--- config.mk ---
export PLATFORM = sky130hd
export DESIGN_NAME = onehot_decoder_pipe
export DESIGN_NICKNAME = d
export VERILOG_FILES = /design/src/rtl/onehot_decoder_pipe.sv
export SDC_FILE = /design/constraint.sdc
export NUM_CORES = 1
export LEC_CHECK = 0
export CAP_MARGIN = 40
export CELL_PAD_IN_SITES_DETAIL_PLACEMENT = 2
export CELL_PAD_IN_SITES_GLOBAL_PLACEMENT = 2
export CORE_MARGIN = 5
export CORE_UTILIZATION = 27
export CTS_CLUSTER_DIAMETER = 100
export DETAILED_ROUTE_END_ITERATION = 10
export PLACE_DENSITY_LB_ADDON = 0.1
export SKIP_LAST_GASP = 1
export SLEW_MARGIN = 20
export SYNTH_ARGS = -nofsm -noshare
export SYNTH_HDL_FRONTEND = slang
export SYNTH_SLANG_ARGS = --single-unit
--- constraint.sdc ---
create_clock -name clk -period 1.6 [get_ports clk]
set_input_delay 0.4 -clock clk [delete_from_list [all_inputs] [get_ports clk]]
set_output_delay 0.4 -clock clk [all_outputs]
set_load 0.03 [all_outputs]
--- src/rtl/onehot_decoder_pipe.sv ---
// onehot_decoder_pipe
//   Registered binary-to-one-hot decoder with a valid/ready handshake on both
//   sides. A per-code enable mask turns disabled codes into "misses" that still
//   produce a defined output word. A saturating counter tracks accepted misses.
//
//   Optional feature: define ONEHOT_DECODER_SWEEP_EN to compile in a self-test
//   sweep that feeds codes 0..OUT_W-1 through the same pipeline. Without it the
//   sweep_start input is ignored and sweep_busy is tied low.
//
// Parameters
//   ADDR_W        input code width; OUT_W = 1 << ADDR_W
//   HOLD_ON_MISS  0: miss outputs all-zero; 1: miss repeats last non-miss out_y
//   CNT_W         miss_count width
//
// Ports
//   clk, rst_n            clock, asynchronous active-low reset
//   in_valid/in_ready     input handshake, in_addr is the code to decode
//   out_valid/out_ready   output handshake for out_y / out_miss
//   out_y                 one-hot result, or miss value
//   out_miss              delivered code was masked
//   mask_we, mask_wdata   load enable mask (bit k enables code k)
//   miss_count            saturating count of accepted masked codes
//   sweep_start           start self-test sweep
//   sweep_busy            sweep in progress
module onehot_decoder_pipe #(
  parameter int ADDR_W       = 3,
  parameter int HOLD_ON_MISS = 0,
  parameter int CNT_W        = 16,
  localparam int OUT_W       = 1 << ADDR_W
) (
  input  logic              clk,
  input  logic              rst_n,
  input  logic              in_valid,
  output logic              in_ready,
  input  logic [ADDR_W-1:0] in_addr,
  output logic              out_valid,
  input  logic              out_ready,
  output logic [OUT_W-1:0]  out_y,
  output logic              out_miss,
  input  logic              mask_we,
  input  logic [OUT_W-1:0]  mask_wdata,
  output logic [CNT_W-1:0]  miss_count,
  input  logic              sweep_start,
  output logic              sweep_busy
);

  logic [OUT_W-1:0]  mask_reg;
  logic [OUT_W-1:0]  out_y_reg;
  logic [OUT_W-1:0]  last_hit_reg;
  logic              out_valid_reg;
  logic              out_miss_reg;
  logic [CNT_W-1:0]  miss_count_reg;

  // Selected source: external port, or the sweep generator when it is busy.
  logic              src_valid;
  logic [ADDR_W-1:0] src_addr;
  logic              sweep_busy_w;

  // Output stage can take a new result this cycle.
  logic out_free;
  logic accept;
  assign out_free = !out_valid_reg || out_ready;
  assign accept   = src_valid && out_free;
  assign in_ready = out_free && !sweep_busy_w;

`ifdef ONEHOT_DECODER_SWEEP_EN
  logic              sweep_busy_reg;
  logic [ADDR_W-1:0] sweep_code_reg;

  // The sweep code advances only when the pipeline actually takes it, so a
  // stalled downstream stretches the sweep rather than dropping codes.
  always_ff @(posedge clk or negedge rst_n) begin
    if (!rst_n) begin
      sweep_busy_reg <= 1'b0;
      sweep_code_reg <= '0;
    end else if (sweep_busy_reg) begin
      if (out_free) begin
        sweep_code_reg <= sweep_code_reg + 1'b1;
        if (sweep_code_reg == ADDR_W'(OUT_W - 1)) begin
          sweep_busy_reg <= 1'b0;
        end
      end
    end else if (sweep_start) begin
      sweep_busy_reg <= 1'b1;
      sweep_code_reg <= '0;
    end
  end

  assign sweep_busy_w = sweep_busy_reg;
  assign src_valid    = sweep_busy_reg ? 1'b1 : in_valid;
  assign src_addr     = sweep_busy_reg ? sweep_code_reg : in_addr;
`else
  logic sweep_start_unused;
  assign sweep_start_unused = sweep_start;
  assign sweep_busy_w       = 1'b0;
  assign src_valid          = in_valid;
  assign src_addr           = in_addr;
`endif

  // One comparator per output bit keeps every code decoded, whatever ADDR_W is.
  logic [OUT_W-1:0] onehot;
  genvar gi;
  generate
    for (gi = 0; gi < OUT_W; gi++) begin : g_dec
      assign onehot[gi] = (src_addr == ADDR_W'(gi));
    end
  endgenerate

  logic             hit;
  logic [OUT_W-1:0] miss_y;
  assign hit    = mask_reg[src_addr];
  assign miss_y = (HOLD_ON_MISS != 0) ? last_hit_reg : '0;

  // Mask write and acceptance in the same cycle: decode reads mask_reg before
  // the edge, so the old mask applies to that code.
  always_ff @(posedge clk or negedge rst_n) begin
    if (!rst_n) begin
      mask_reg <= '1;
    end else if (mask_we) begin
      mask_reg <= mask_wdata;
    end
  end

  always_ff @(posedge clk or negedge rst_n) begin
    if (!rst_n) begin
      out_valid_reg  <= 1'b0;
      out_y_reg      <= '0;
      out_miss_reg   <= 1'b0;
      last_hit_reg   <= '0;
      miss_count_reg <= '0;
    end else if (accept) begin
      out_valid_reg <= 1'b1;
      out_miss_reg  <= !hit;
      out_y_reg     <= hit ? onehot : miss_y;
      if (hit) begin
        last_hit_reg <= onehot;
      end else if (miss_count_reg != {CNT_W{1'b1}}) begin
        miss_count_reg <= miss_count_reg + 1'b1;
      end
    end else if (out_ready) begin
      out_valid_reg <= 1'b0;
    end
  end

  assign out_valid  = out_valid_reg;
  assign out_y      = out_y_reg;
  assign out_miss   = out_miss_reg;
  assign miss_count = miss_count_reg;
  assign sweep_busy = sweep_busy_w;

endmodule

# After elaboration in Yosys (flattened, before gate mapping)
# Cells that the tools add are included.
# W data, S select, Z words.
[word_totals]
register_bits = 34
out_inout_bits = 28
wordCells = 28
in_bits = 17
[classes]
eq_ne = 8
add_sub_neg = 1
n_reduce_logical = 7
bitwise_logic = 1
n_mux = 5
n_lt_le_gt_ge = 1
[op_table]
columns = ["operator", "n"]
rows = [
  ["$add A16 B1 Y16 const B", 1],
  ["$ne A16 B16 Y1 const B", 1],
  ["$eq A3 B3 Y1 const B", 4],
  ["$mux W8", 1],
  ["$eq A3 B2 Y1 const B", 2],
  ["$lt A3 B4 Y1 const B", 1],
  ["$bmux W1 S3", 1],
  ["$eq A3 B1 Y1 const B", 1],
  ["$logic_not A3 Y1", 1],
  ["$mux W1", 3],
  ["$reduce_and A3 Y1", 1],
  ["$logic_not A1 Y1", 2],
  ["$reduce_bool A2 Y1", 1],
  ["$logic_and A1 B1 Y1", 1],
  ["$logic_or A1 B1 Y1", 1],
  ["$not A1 Y1", 1],
]

# Depth between registers and ports, before layout
# Gate-level depths: netlist (run 1).
[depth]
ltp_word = 4
mapped_depth = 7

# Least setup slack after synthesis (run 1)
# OpenSTA, ideal clock, no wires.
[synth_path]
kind = "register to register"
startpoint = "reg miss_count_reg[0] (netlist: miss_count[0])"
endpoint = "reg miss_count_reg[1] (netlist: miss_count[1])"
t_required_ps = 1475
stages_incl_launch_ff = 7
setup_slack_ps = -376
setup_time_ps = 125
t_arrival_ps = 1852
period_less_slack_ps = 1976
path_cell_list = "dfrtp_1 ha_1 and3_1 nand4_1 nor2_4 nor2_1 mux2_2"
[synth_via]
elab_chain_len = 2
[synth_rtl]
columns = ["element", "line", "text"]
rows = [
  ["start: declaration", "52", "logic [CNT_W-1:0] miss_count_reg;"],
  ["start signal: assignment", "138", "miss_count_reg <= miss_count_reg + 1'b1;"],
  ["parallel branches: the longest is 2 deep, another holds $add A16 B1 Y16", "--", ""],
]
# Several ways; the timed one is not identified.
# A chain may end at the register's enable or synchronous reset.

# Worst setup path after layout (run 1)
# Same ends and word-level chain as after synthesis.

==> out/metrics.csv, run 1 <==
stage;metric;value;unit
layout;Syn-to-layout area delta;64.7;%
logic_synthesis;number of enable-type register cells in the synthesized netlist;0;
logic_synthesis;synth cell count leaders;sky130_fd_sc_hd__dfrtp_1, sky130_fd_sc_hd__nand2_1, sky130_fd_sc_hd__xor2_1;
timing;max-slew violations;0;
critical_path;CP Data Required Time;1.78;ns
layout;ratio of cells with drive above 1 in the final layout;45.6;%
floorplanning;die width;88.4;um
routing;average wire per cell in the routed design;18.1;um
routing;drt drc;0;
placement;RePlAce Congestion;0.736;
routing;violation count after the first detailed-routing iteration;30;
grt;GRT met2 Usage;26.8;%
outcome;failing checks;negative setup slack;
min_path;Hold WC Path Type;in -> async;
clock_network;clock transition at the register clock pins on the worst setup and hold paths after CTS;0.08;ns
logic_synthesis;net count after synthesis;165;
logic_synthesis;dominant cell type by area after synthesis;sky130_fd_sc_hd__dfrtp_1;
layout;number of flip-flops in the largest register;16;
floorplanning;starting density of the core;27.9;%
logic_synthesis;mean cell area of the mapped netlist;11.3;um^2
logic_synthesis;top cells by area, synth;sky130_fd_sc_hd__dfrtp_1, sky130_fd_sc_hd__dfstp_2, sky130_fd_sc_hd__xor2_1;
grt;GRT busiest layer;met2;
layout;number of non-filler instances in the completed layout;303;
grt;number of antenna violations at the first check in global routing;0;
grt;met1 Use GR;18.2;%
routing;drt total wl;5.49;mm
critical_path;CP arrival;1.87;ns
clock_network;Clock Sinks;34;
timing;share of the cycle needed by the critical path after routing;106;%
logic_synthesis;most used flip-flop cell after synthesis;sky130_fd_sc_hd__dfrtp_1;
floorplanning;# IOs;45;
timing;sum of negative setup slack;-0.526;ns
grt;met3 layer usage reported by global route;3.17;%
timing;unrepaired setup endpoints after global routing;yes;
layout;n_diodes;0;
placement;Port-buffer cells;42;
grt;number of global-route vias before repair;1701;
grt;remaining global-route overflow;0;
floorplanning;total number of placement rows;28;
logic_synthesis;Netlist cell types;37;
logic_synthesis;fraction of synthesis flops using an asynchronous set or reset pin;100;%
clock_network;Clk Latency, worst-skew pair;0.29;ns
routing;number of antenna-violating nets in the routed design;0;
timing;worst clock skew on the final layout;0.00586;ns
timing;final critical-path setup slack;-0.0921;ns
logic_synthesis;post-synth design cell area;1660;um^2
logic_synthesis;number of warnings issued by yosys;0;
clock_network;H-Tree Level Count;2;
placement;Post-DP Area;2420;um^2
critical_path;crit path launch type;flop;
logic_synthesis;dominant cell by count in the synthesized netlist;sky130_fd_sc_hd__dfrtp_1;
pwr;maximum vdd drop;565;uV
run;Maximum Capacitance Violations;0;
clock_network;clock tree from TritonCTS;done;
critical_path;Crit. End Element;flop;
timing;Final Hold Viols;0;
grt;wire length of the first global-routing pass;8.92;mm
logic_synthesis;count of mapped cells out of synthesis;147;
floorplanning;Die ar.;7820;um^2
routing;vias per inst;4.88;
clock_network;CTS buffer count;5;
grt;maximum number of pins on one net before global-route repair;35;
critical_path;critical path class;reg -> reg;
logic_synthesis;share of synthesized area occupied by flip-flops and latches;51.8;%
clock_network;maximum count of clock buffers along a single path;2;
timing;number of failing setup endpoints in the final timing report;13;
outcome;result of the run;complete, but fails checks;
pwr;power density cells;1050;nW/um^2
pwr;leakage power total;1.21;nW
critical_path;flop-to-flop setup slack;-0.09;ns
layout;final non-filler cell area;2740;um^2
logic_synthesis;post-synthesis register bit count;34;
logic_synthesis;Yosys top cell area share;39.2;%
routing;first drt pass iteration count;4;
placement;Final HPWL DP;3.75;mm
clock_network;cts hold-fix bufs;0;
layout;count of nets after finishing;245;
critical_path;logic depth of the worst register-to-register path;7;
timing;shortest clock period the worst path allows after layout;1.69;ns
critical_path;r2r startpoint;miss_count[0];
grt;total global routing track utilization;15.0;%
critical_path;CP Max Fanout;10;
routing;overall via count from detail_route;1479;
floorplanning;CORE AREA;5960;um^2
timing;maximum clock frequency;591;MHz
placement;DP Cell Count;288;
clock_network;clock tree root driver cell;sky130_fd_sc_hd__clkbuf_8;
critical_path;Reg-to-Reg End;miss_count[1];
placement;Placement Setup Slack;-0.807;ns
floorplanning;Die H;88.4;um
-- routing by layer --
metal	vias up	share of wire, %
li1	688	-
met1	749	42
met2	38	53
met3	4	4.4
met4	0	0.86
met5	-	0
-- critical path, stage by stage (launching register included) --
cell	delay, ns
sky130_fd_sc_hd__dfrtp_2	0.39
sky130_fd_sc_hd__ha_4	0.15
sky130_fd_sc_hd__and3_4	0.19
sky130_fd_sc_hd__nand4_1	0.18
sky130_fd_sc_hd__nor2_4	0.16
sky130_fd_sc_hd__buf_12	0.16
sky130_fd_sc_hd__nor2_4	0.05
sky130_fd_sc_hd__mux2_4	0.29
-- placed cells by master (no fill, tap or decap), drive strengths merged, types with 2 or more instances in the layout --
| master | instances |
|---|---|
| buf | 40 |
| dfrtp | 26 |
| nand2 | 24 |
| dlygate4sd2 | 21 |
| xor2 | 11 |
| clkdlybuf4s50 | 11 |
| mux2 | 9 |
| dfstp | 8 |
| clkbuf | 7 |
| nand3 | 6 |
| clkdlybuf4s15 | 6 |
| nand4 | 5 |
| nand2b | 5 |
| nor3 | 5 |
| inv | 4 |
| o21ai | 4 |
| o41ai | 4 |
| nor4 | 4 |
| nor2 | 4 |
| nor3b | 3 |
| xnor2 | 3 |
| a31o | 2 |
| o31ai | 2 |
| and3 | 2 |
-- cell families after synthesis --
| group | Yosys count | synth area share, % |
|---|---|---|
| flip-flops | 34 | 51.8 |
| AO/OA/AOI/OAI | 15 | 8.74 |
| other | 1 | 0.226 |
| XOR/XNOR | 14 | 7.39 |
| multiplexers | 10 | 6.93 |
| AND/OR/NAND/NOR | 61 | 20.2 |
| adder cells (fa/ha/maj) | 1 | 0.753 |
| buffers and inverters | 11 | 3.92 |
-- power breakdown --
part | switching, W | internal (W)
sequential | 0.000139 | 0.00101
combinational | 0.000580 | 0.000459
clock | 0.000330 | 0.000348
total | 0.00105 | 0.00182
-- what timing repair did --
| item | 4_1_cts | 5_1_grt |
|---|---|---|
| hold endpoints to repair | 0 | 0 |
| pin swaps | 17 | 10 |
| gates resized for setup | 61 | 15 |
| buffers inserted | 5 | 1 |
| gates cloned | 1 | 0 |
| setup endpoints to repair | 43 | 20 |
-- per-stage QoR --
step	util [%]	total power [W]	hold slack, ns
2_1_floorplan	-	0.00163	0.104
3_3_place_gp	40.6	0.00210	0.458
3_5_place_dp	40.6	0.00217	0.484
4_1_cts	44.8	0.00286	0.489
5_1_grt	45.9	0.00303	0.510
6_report	45.9	0.00287	0.484
-- how the worst max path moves through the flow --
stage	from	end	slack [ns]	cells past startpoint
floorplan	miss_count[0]	miss_count[1]	-0.22	6
global placement	in_addr[1]	miss_count[1]	-0.71	7
detailed placement	in_addr[1]	miss_count[7]	-0.81	7
CTS	miss_count[5]	miss_count[13]	-0.11	5
global route	miss_count[0]	miss_count[1]	-0.16	7
finish	miss_count[0]	miss_count[1]	-0.09	7
-- final cells by class --
class,count,area (um^2)
Clock buffer,7,86.3
Clock inverter,1,5.00
Fill cell,618,3220
Inverter,4,15.0
Multi-Input combinational cell,103,943
Sequential cell,34,871
Tap cell,75,93.8
Timing Repair Buffer,79,721
Note: power is estimated with default switching activity, not from simulation.
==> inputs of run 2 (changes only) <==
--- a/config.mk
+++ b/config.mk
@@ -8,7 +8,7 @@
 export CAP_MARGIN = 40
 export CELL_PAD_IN_SITES_DETAIL_PLACEMENT = 2
 export CELL_PAD_IN_SITES_GLOBAL_PLACEMENT = 2
-export CORE_MARGIN = 5
+export CORE_MARGIN = 4
 export CORE_UTILIZATION = 27
 export CTS_CLUSTER_DIAMETER = 100
 export DETAILED_ROUTE_END_ITERATION = 10
==> out/metrics.csv, run 2 (same netlist as run 1, synthesis figures left out) <==
stage;metric;value;unit;change
placement;RePlAce Congestion;0.794;;+7.9%
routing;first drt pass iteration count;4;;unchanged
min_path;Hold WC Path Type;in -> reg;;
critical_path;most frequent cell on the critical path;sky130_fd_sc_hd__mux2_4;;
grt;number of antenna violations at the first check in global routing;0;;unchanged
grt;number of global-route vias before repair;1734;;+1.9%
timing;shortest clock period the worst path allows after layout;1.76;ns;+0.0659 ns
layout;top library cells by usage in the layout, fill and taps aside;sky130_fd_sc_hd__buf_4, sky130_fd_sc_hd__nand2_1, sky130_fd_sc_hd__dlygate4sd2_1;;
layout;count of nets after finishing;253;;+3.3%
timing;number of failing setup endpoints in the final timing report;15;;+2
placement;Final HPWL DP;3.72;mm;-0.64%
critical_path;CP Data Required Time;1.77;ns;about the same
routing;overall via count from detail_route;1512;;+2.2%
pwr;maximum vdd drop;677;uV;+20%
timing;share of the cycle needed by the critical path after routing;110;%;+4.1 points
pwr;leakage power total;1.26;nW;+3.5%
grt;maximum number of pins on one net before global-route repair;35;;unchanged
routing;drt total wl;6.17;mm;+12%
layout;final core utilization;48.3;%;+2.3 points
timing;Final Hold Viols;0;;unchanged
floorplanning;CORE AREA;5960;um^2;unchanged
routing;average wire per cell in the routed design;19.8;um;+9.5%
clock_network;clock tree from TritonCTS;done;;
placement;Port-buffer cells;42;;unchanged
clock_network;clock tree root driver cell;sky130_fd_sc_hd__clkbuf_8;;
floorplanning;total number of placement rows;28;;unchanged
grt;wire length of the first global-routing pass;9.75;mm;+9.3%
critical_path;crit path launch type;flop;;
layout;n_diodes;0;;unchanged
clock_network;Clk Latency, worst-skew pair;0.29;ns;about the same
outcome;result of the run;complete, but fails checks;;
floorplanning;# IOs;45;;unchanged
placement;DP Cell Count;287;;-0.35%
timing;final critical-path setup slack;-0.158;ns;-0.0659 ns
timing;unrepaired setup endpoints after global routing;yes;;
run;Maximum Capacitance Violations;0;;unchanged
critical_path;Critical path buffers and inverters;1;;unchanged
timing;maximum clock frequency;569;MHz;-3.7%
floorplanning;die width;86.4;um;-2.3%
clock_network;maximum count of clock buffers along a single path;2;;unchanged
critical_path;critical path class;reg -> reg;;
critical_path;CP Max Fanout;5;;-5
routing;violation count after the first detailed-routing iteration;84;;+180%
timing;worst clock skew on the final layout;0.0126;ns;+0.00674 ns
clock_network;Clock Sinks;34;;unchanged
timing;hold_ws;0.420;ns;-0.0638 ns
grt;total global routing track utilization;16.9;%;+1.9 points
routing;vias per inst;4.86;;-0.40%
clock_network;H-Tree Level Count;2;;unchanged
floorplanning;Die ar.;7470;um^2;-4.5%
critical_path;ordered list of cells on the worst path;mux2_4 > a2bb2oi_4 > a31o_4 > buf_6 > nor2_4 > mux2_4;;
critical_path;worst-path cell with the longest stage delay;sky130_fd_sc_hd__dfstp_2;;
clock_network;cts hold-fix bufs;0;;unchanged
clock_network;CTS buffer count;5;;unchanged
pwr;power density cells;1030;nW/um^2;-1.6%
grt;remaining global-route overflow;0;;unchanged
pwr;post-layout total power;0.00297;W;+3.4%
critical_path;category of cells accounting for the largest share of critical-path delay;multiplexers;;
critical_path;CP arrival;1.92;ns;+0.05 ns
floorplanning;starting density of the core;27.9;%;unchanged
critical_path;Crit. End Element;flop;;
layout;number of fill cells in the layout;609;;-1.5%
routing;drt drc;0;;unchanged
layout;Syn-to-layout area delta;73.1;%;
layout;commonest non-fill, non-tap cell in the layout;sky130_fd_sc_hd__buf_4;;
critical_path;delay of the slowest cell on the worst path;0.37;ns;-0.02 ns
outcome;failing checks;negative setup slack;;
clock_network;clock transition at the register clock pins on the worst setup and hold paths after CTS;0.07;ns;about the same
routing;number of antenna-violating nets in the routed design;0;;unchanged
layout;number of non-filler instances in the completed layout;311;;+2.6%
layout;number of flip-flops in the largest register;16;;unchanged
floorplanning;Die H;86.4;um;-2.3%
layout;ratio of cells with drive above 1 in the final layout;49.6;%;+4.0 points
timing;max-slew violations;0;;unchanged
run 2: changes by cell type in the layout (fill, tap and decap cells not counted), sizes merged:
cell | before | now
buf | 40 | 48
clkbuf | 7 | 9
clkdlybuf4s15 | 6 | 5
clkinv | 1 | 0
dlygate4sd2 | 21 | 22
dlymetal6s2s | 1 | 0
run 2: worst paths after layout:
| path | start | to | slack (ns) | cells past startpoint |
|---|---|---|---|---|
| setup / recovery | mask_reg[1] | miss_count[1] | -0.16 | 6 |
| hold / removal | in_addr[1] | out_y[1] | 0.42 | 3 |
| setup reg to reg | mask_reg[1] | miss_count[1] | -0.16 | 6 |
| hold reg to reg | out_y[7] | out_y[7] | 0.49 | 2 |
| max in group asynchronous | rst_n | mask_reg[4] | 0.85 | 2 |
| min in group asynchronous | rst_n | miss_count[15] | 0.48 | 2 |
run 2: area by class of cell:
| cell class | instances | area [um^2] | share of cell area, % |
|---|---|---|---|
| Multi-Input combinational cell | 103 | 990 | 34.4 |
| Sequential cell | 34 | 871 | 30.3 |
| Timing Repair Buffer | 87 | 815 | 28.3 |
| Tap cell | 75 | 93.8 | 3.27 |
| Clock buffer | 8 | 90.1 | 3.13 |
| Inverter | 4 | 15.0 | 0.522 |
run 2: repair_timing:
item / CTS / global route
cloned: 2 / 0
gates resized for setup: 66 / 24
pin swaps: 18 / 21
setup endpoints to repair: 43 / 19
buffers inserted: 9 / 6
run 2: power by group:
part | total [W] | switching, W | internal, W
registers | 0.00116 | 0.000151 | 0.00101
clock network | 0.000670 | 0.000318 | 0.000351
logic | 0.00113 | 0.000628 | 0.000504
total | 0.00297 | 0.00110 | 0.00187
run 2: per-stage QoR:
stage | TNS, ns | setup slack (ns) | area [um^2]
after global routing | -2.45 | -0.226 | 2870
after global placement | -11.02 | -0.724 | 2410
after floorplan | -1.55 | -0.220 | 1720
final | -1.32 | -0.158 | 2870
after detailed placement | -12.77 | -0.845 | 2410
after CTS | -0.756 | -0.125 | 2730
run 2: layer usage:
metal,wire (um),GRT usage (%),share of wire (%),vias up
li1,-,-,-,695
met1,2680,20.9,43,773
met2,3200,29.6,52,38
met3,236,4.09,3.8,6
met4,59,3.97,0.96,0
met5,0,0,0,-
run 2: worst register-to-register path: stages (launching register included):
cell and delay [ns]:
sky130_fd_sc_hd__dfstp_2 0.37, sky130_fd_sc_hd__mux2_4 0.28, sky130_fd_sc_hd__a2bb2oi_4 0.15, sky130_fd_sc_hd__a31o_4 0.28, sky130_fd_sc_hd__buf_6 0.13, sky130_fd_sc_hd__nor2_4 0.12, sky130_fd_sc_hd__mux2_4 0.31
==> inputs of run 3 (changes only) <==
--- a/config.mk
+++ b/config.mk
@@ -10,11 +10,13 @@
 export CELL_PAD_IN_SITES_GLOBAL_PLACEMENT = 2
 export CORE_MARGIN = 4
 export CORE_UTILIZATION = 27
-export CTS_CLUSTER_DIAMETER = 100
+export CTS_CLUSTER_DIAMETER = 50
 export DETAILED_ROUTE_END_ITERATION = 10
+export HOLD_SLACK_MARGIN = 0.05
 export PLACE_DENSITY_LB_ADDON = 0.1
 export SKIP_LAST_GASP = 1
 export SLEW_MARGIN = 20
 export SYNTH_ARGS = -nofsm -noshare
 export SYNTH_HDL_FRONTEND = slang
 export SYNTH_SLANG_ARGS = --single-unit
+export TNS_END_PERCENT = 5
==> out/metrics.csv, run 3 (same netlist as run 1, synthesis figures left out) <==
stage;metric;value;unit;change
outcome;result of the run;complete, but fails checks;;
outcome;failing checks;negative setup slack;;
layout;top library cells by usage in the layout, fill and taps aside;sky130_fd_sc_hd__buf_4, sky130_fd_sc_hd__clkdlybuf4s50_1, sky130_fd_sc_hd__nand2_1;;
floorplanning;CORE AREA;5960;um^2;unchanged
critical_path;critical path class;reg -> out;;
layout;count of nets after finishing;243;;-4.0%
layout;Syn-to-layout area delta;53.1;%;
clock_network;H-Tree Level Count;2;;unchanged
timing;max-slew violations;0;;unchanged
timing;Final Hold Viols;0;;unchanged
timing;worst clock skew on the final layout;0.0124;ns;-0.000242 ns
routing;drt drc;0;;unchanged
critical_path;logic depth of the worst register-to-register path;6;;unchanged
critical_path;flop-to-flop setup slack;-0.21;ns;-0.05 ns
routing;number of antenna-violating nets in the routed design;0;;unchanged
grt;wire length of the first global-routing pass;8.46;mm;-13%
layout;commonest non-fill, non-tap cell in the layout;sky130_fd_sc_hd__buf_4;;
pwr;power density cells;1080;nW/um^2;+4.5%
layout;final non-filler cell area;2540;um^2;-12%
timing;share of the cycle needed by the critical path after routing;115;%;+5.1 points
pwr;leakage power total;1.10;nW;-13%
pwr;maximum vdd drop;701;uV;+3.5%
grt;total global routing track utilization;14.6;%;-2.3 points
critical_path;r2r startpoint;mask_reg[3];;
timing;final critical-path setup slack;-0.240;ns;-0.0818 ns
routing;overall via count from detail_route;1435;;-5.1%
run;Maximum Capacitance Violations;0;;unchanged
critical_path;Reg-to-Reg End;miss_count[3];;
placement;RePlAce Congestion;0.777;;-2.1%
clock_network;clock tree root driver cell;sky130_fd_sc_hd__clkbuf_8;;
routing;drt total wl;5.03;mm;-19%
grt;number of antenna violations at the first check in global routing;0;;unchanged
routing;violation count after the first detailed-routing iteration;26;;-69%
grt;maximum number of pins on one net before global-route repair;35;;unchanged
routing;average wire per cell in the routed design;16.7;um;-16%
timing;unrepaired setup endpoints after global routing;yes;;
clock_network;CTS buffer count;5;;unchanged
floorplanning;die width;86.4;um;unchanged
clock_network;maximum count of clock buffers along a single path;2;;unchanged
critical_path;CP Max Fanout;4;;-1
layout;n_diodes;0;;unchanged
placement;Post-DP Area;2410;um^2;+0.10%
layout;ratio of cells with drive above 1 in the final layout;35.4;%;-14 points
clock_network;cts hold-fix bufs;0;;unchanged
pwr;post-layout total power;0.00274;W;-7.5%
placement;Port-buffer cells;42;;unchanged
floorplanning;total number of placement rows;28;;unchanged
routing;vias per inst;4.77;;-1.9%
floorplanning;Die H;86.4;um;unchanged
clock_network;clock transition at the register clock pins on the worst setup and hold paths after CTS;0.07;ns;about the same
placement;Final HPWL DP;3.70;mm;-0.45%
timing;shortest clock period the worst path allows after layout;1.84;ns;+0.0818 ns
critical_path;CP Data Required Time;1.20;ns;-0.57 ns
clock_network;Clk Latency, worst-skew pair;0.29;ns;about the same
min_path;Hold WC Path Type;in -> async;;
floorplanning;# IOs;45;;unchanged
critical_path;Crit. End Element;output pin;;
layout;number of flip-flops in the largest register;16;;unchanged
routing;first drt pass iteration count;4;;unchanged
layout;final core utilization;42.7;%;-5.6 points
floorplanning;Die ar.;7470;um^2;unchanged
clock_network;Clock Sinks;34;;unchanged
clock_network;clock tree from TritonCTS;done;;
critical_path;crit path launch type;flop;;
critical_path;CP arrival;1.44;ns;-0.48 ns
timing;hold_ws;0.479;ns;+0.0586 ns
grt;number of global-route vias before repair;1648;;-5.0%
timing;maximum clock frequency;544;MHz;-4.4%
timing;number of failing setup endpoints in the final timing report;40;;+25
grt;remaining global-route overflow;0;;unchanged
floorplanning;starting density of the core;27.9;%;unchanged
[run 3: cell types whose count changed in the layout (fill, tap and decap cells not counted), moves of 5 or more]
cell,change
sky130_fd_sc_hd__buf_6,-8
sky130_fd_sc_hd__clkdlybuf4s50_1,+20
sky130_fd_sc_hd__dfrtp_1,+5
sky130_fd_sc_hd__dfrtp_2,-5
sky130_fd_sc_hd__dlygate4sd2_1,-16
sky130_fd_sc_hd__nor3_4,-5
[run 3: stage by stage]
step / instances / setup slack, ns / setup TNS (ns)
after floorplan: 147 / -0.220 / -2.25
after CTS: 301 / -0.267 / -6.15
after global placement: 291 / -0.720 / -10.83
final: 301 / -0.240 / -4.97
after global routing: 301 / -0.303 / -7.85
after detailed placement: 291 / -0.825 / -12.38
[run 3: area by class of cell]
class	instances	area [um^2]
Tap cell	75	93.8
Inverter	4	15.0
Multi-Input combinational cell	102	788
Timing Repair Buffer	78	698
Fill cell	644	3410
Clock inverter	2	10.0
Clock buffer	6	72.6
Sequential cell	34	865
[run 3: routing by layer]
layer | GRT usage, % | vias to the layer above | share of wire [%]
met5 | 0 | - | 0
met4 | 4.25 | 0 | 1.2
met3 | 4.09 | 6 | 4.6
met2 | 23.4 | 30 | 48
met1 | 19.2 | 722 | 46
li1 | - | 677 | -
[run 3: power by group]
| group | internal (W) | switching (W) | total, W |
|---|---|---|---|
| clock | 0.000302 | 0.000337 | 0.000639 |
| sequential | 0.00101 | 0.000124 | 0.00113 |
| combinational | 0.000443 | 0.000531 | 0.000974 |
[run 3: worst max-delay path by stage]
stage,startpoint,endpoint,slack (ns)
final,miss_count[5],miss_count[5],-0.24
after detailed placement,in_addr[1],miss_count[9],-0.82
after global placement,in_addr[1],miss_count[1],-0.72
after floorplan,miss_count[0],miss_count[1],-0.22
after CTS,miss_count[8],miss_count[8],-0.27
after global routing,mask_reg[3],miss_count[3],-0.30
[run 3: critical path: stages (launching register included)]
cell,delay [ns]
sky130_fd_sc_hd__dfrtp_2,0.36
sky130_fd_sc_hd__buf_4,0.12
sky130_fd_sc_hd__clkdlybuf4s50_1,0.67
[run 3: what timing repair did]
| action | 4_1_cts | 5_1_grt |
|---|---|---|
| pin swaps | 2 | 0 |
| setup endpoints to repair | 43 | 43 |
| buffers inserted | 2 | 0 |
| gates resized for setup | 15 | 2 |
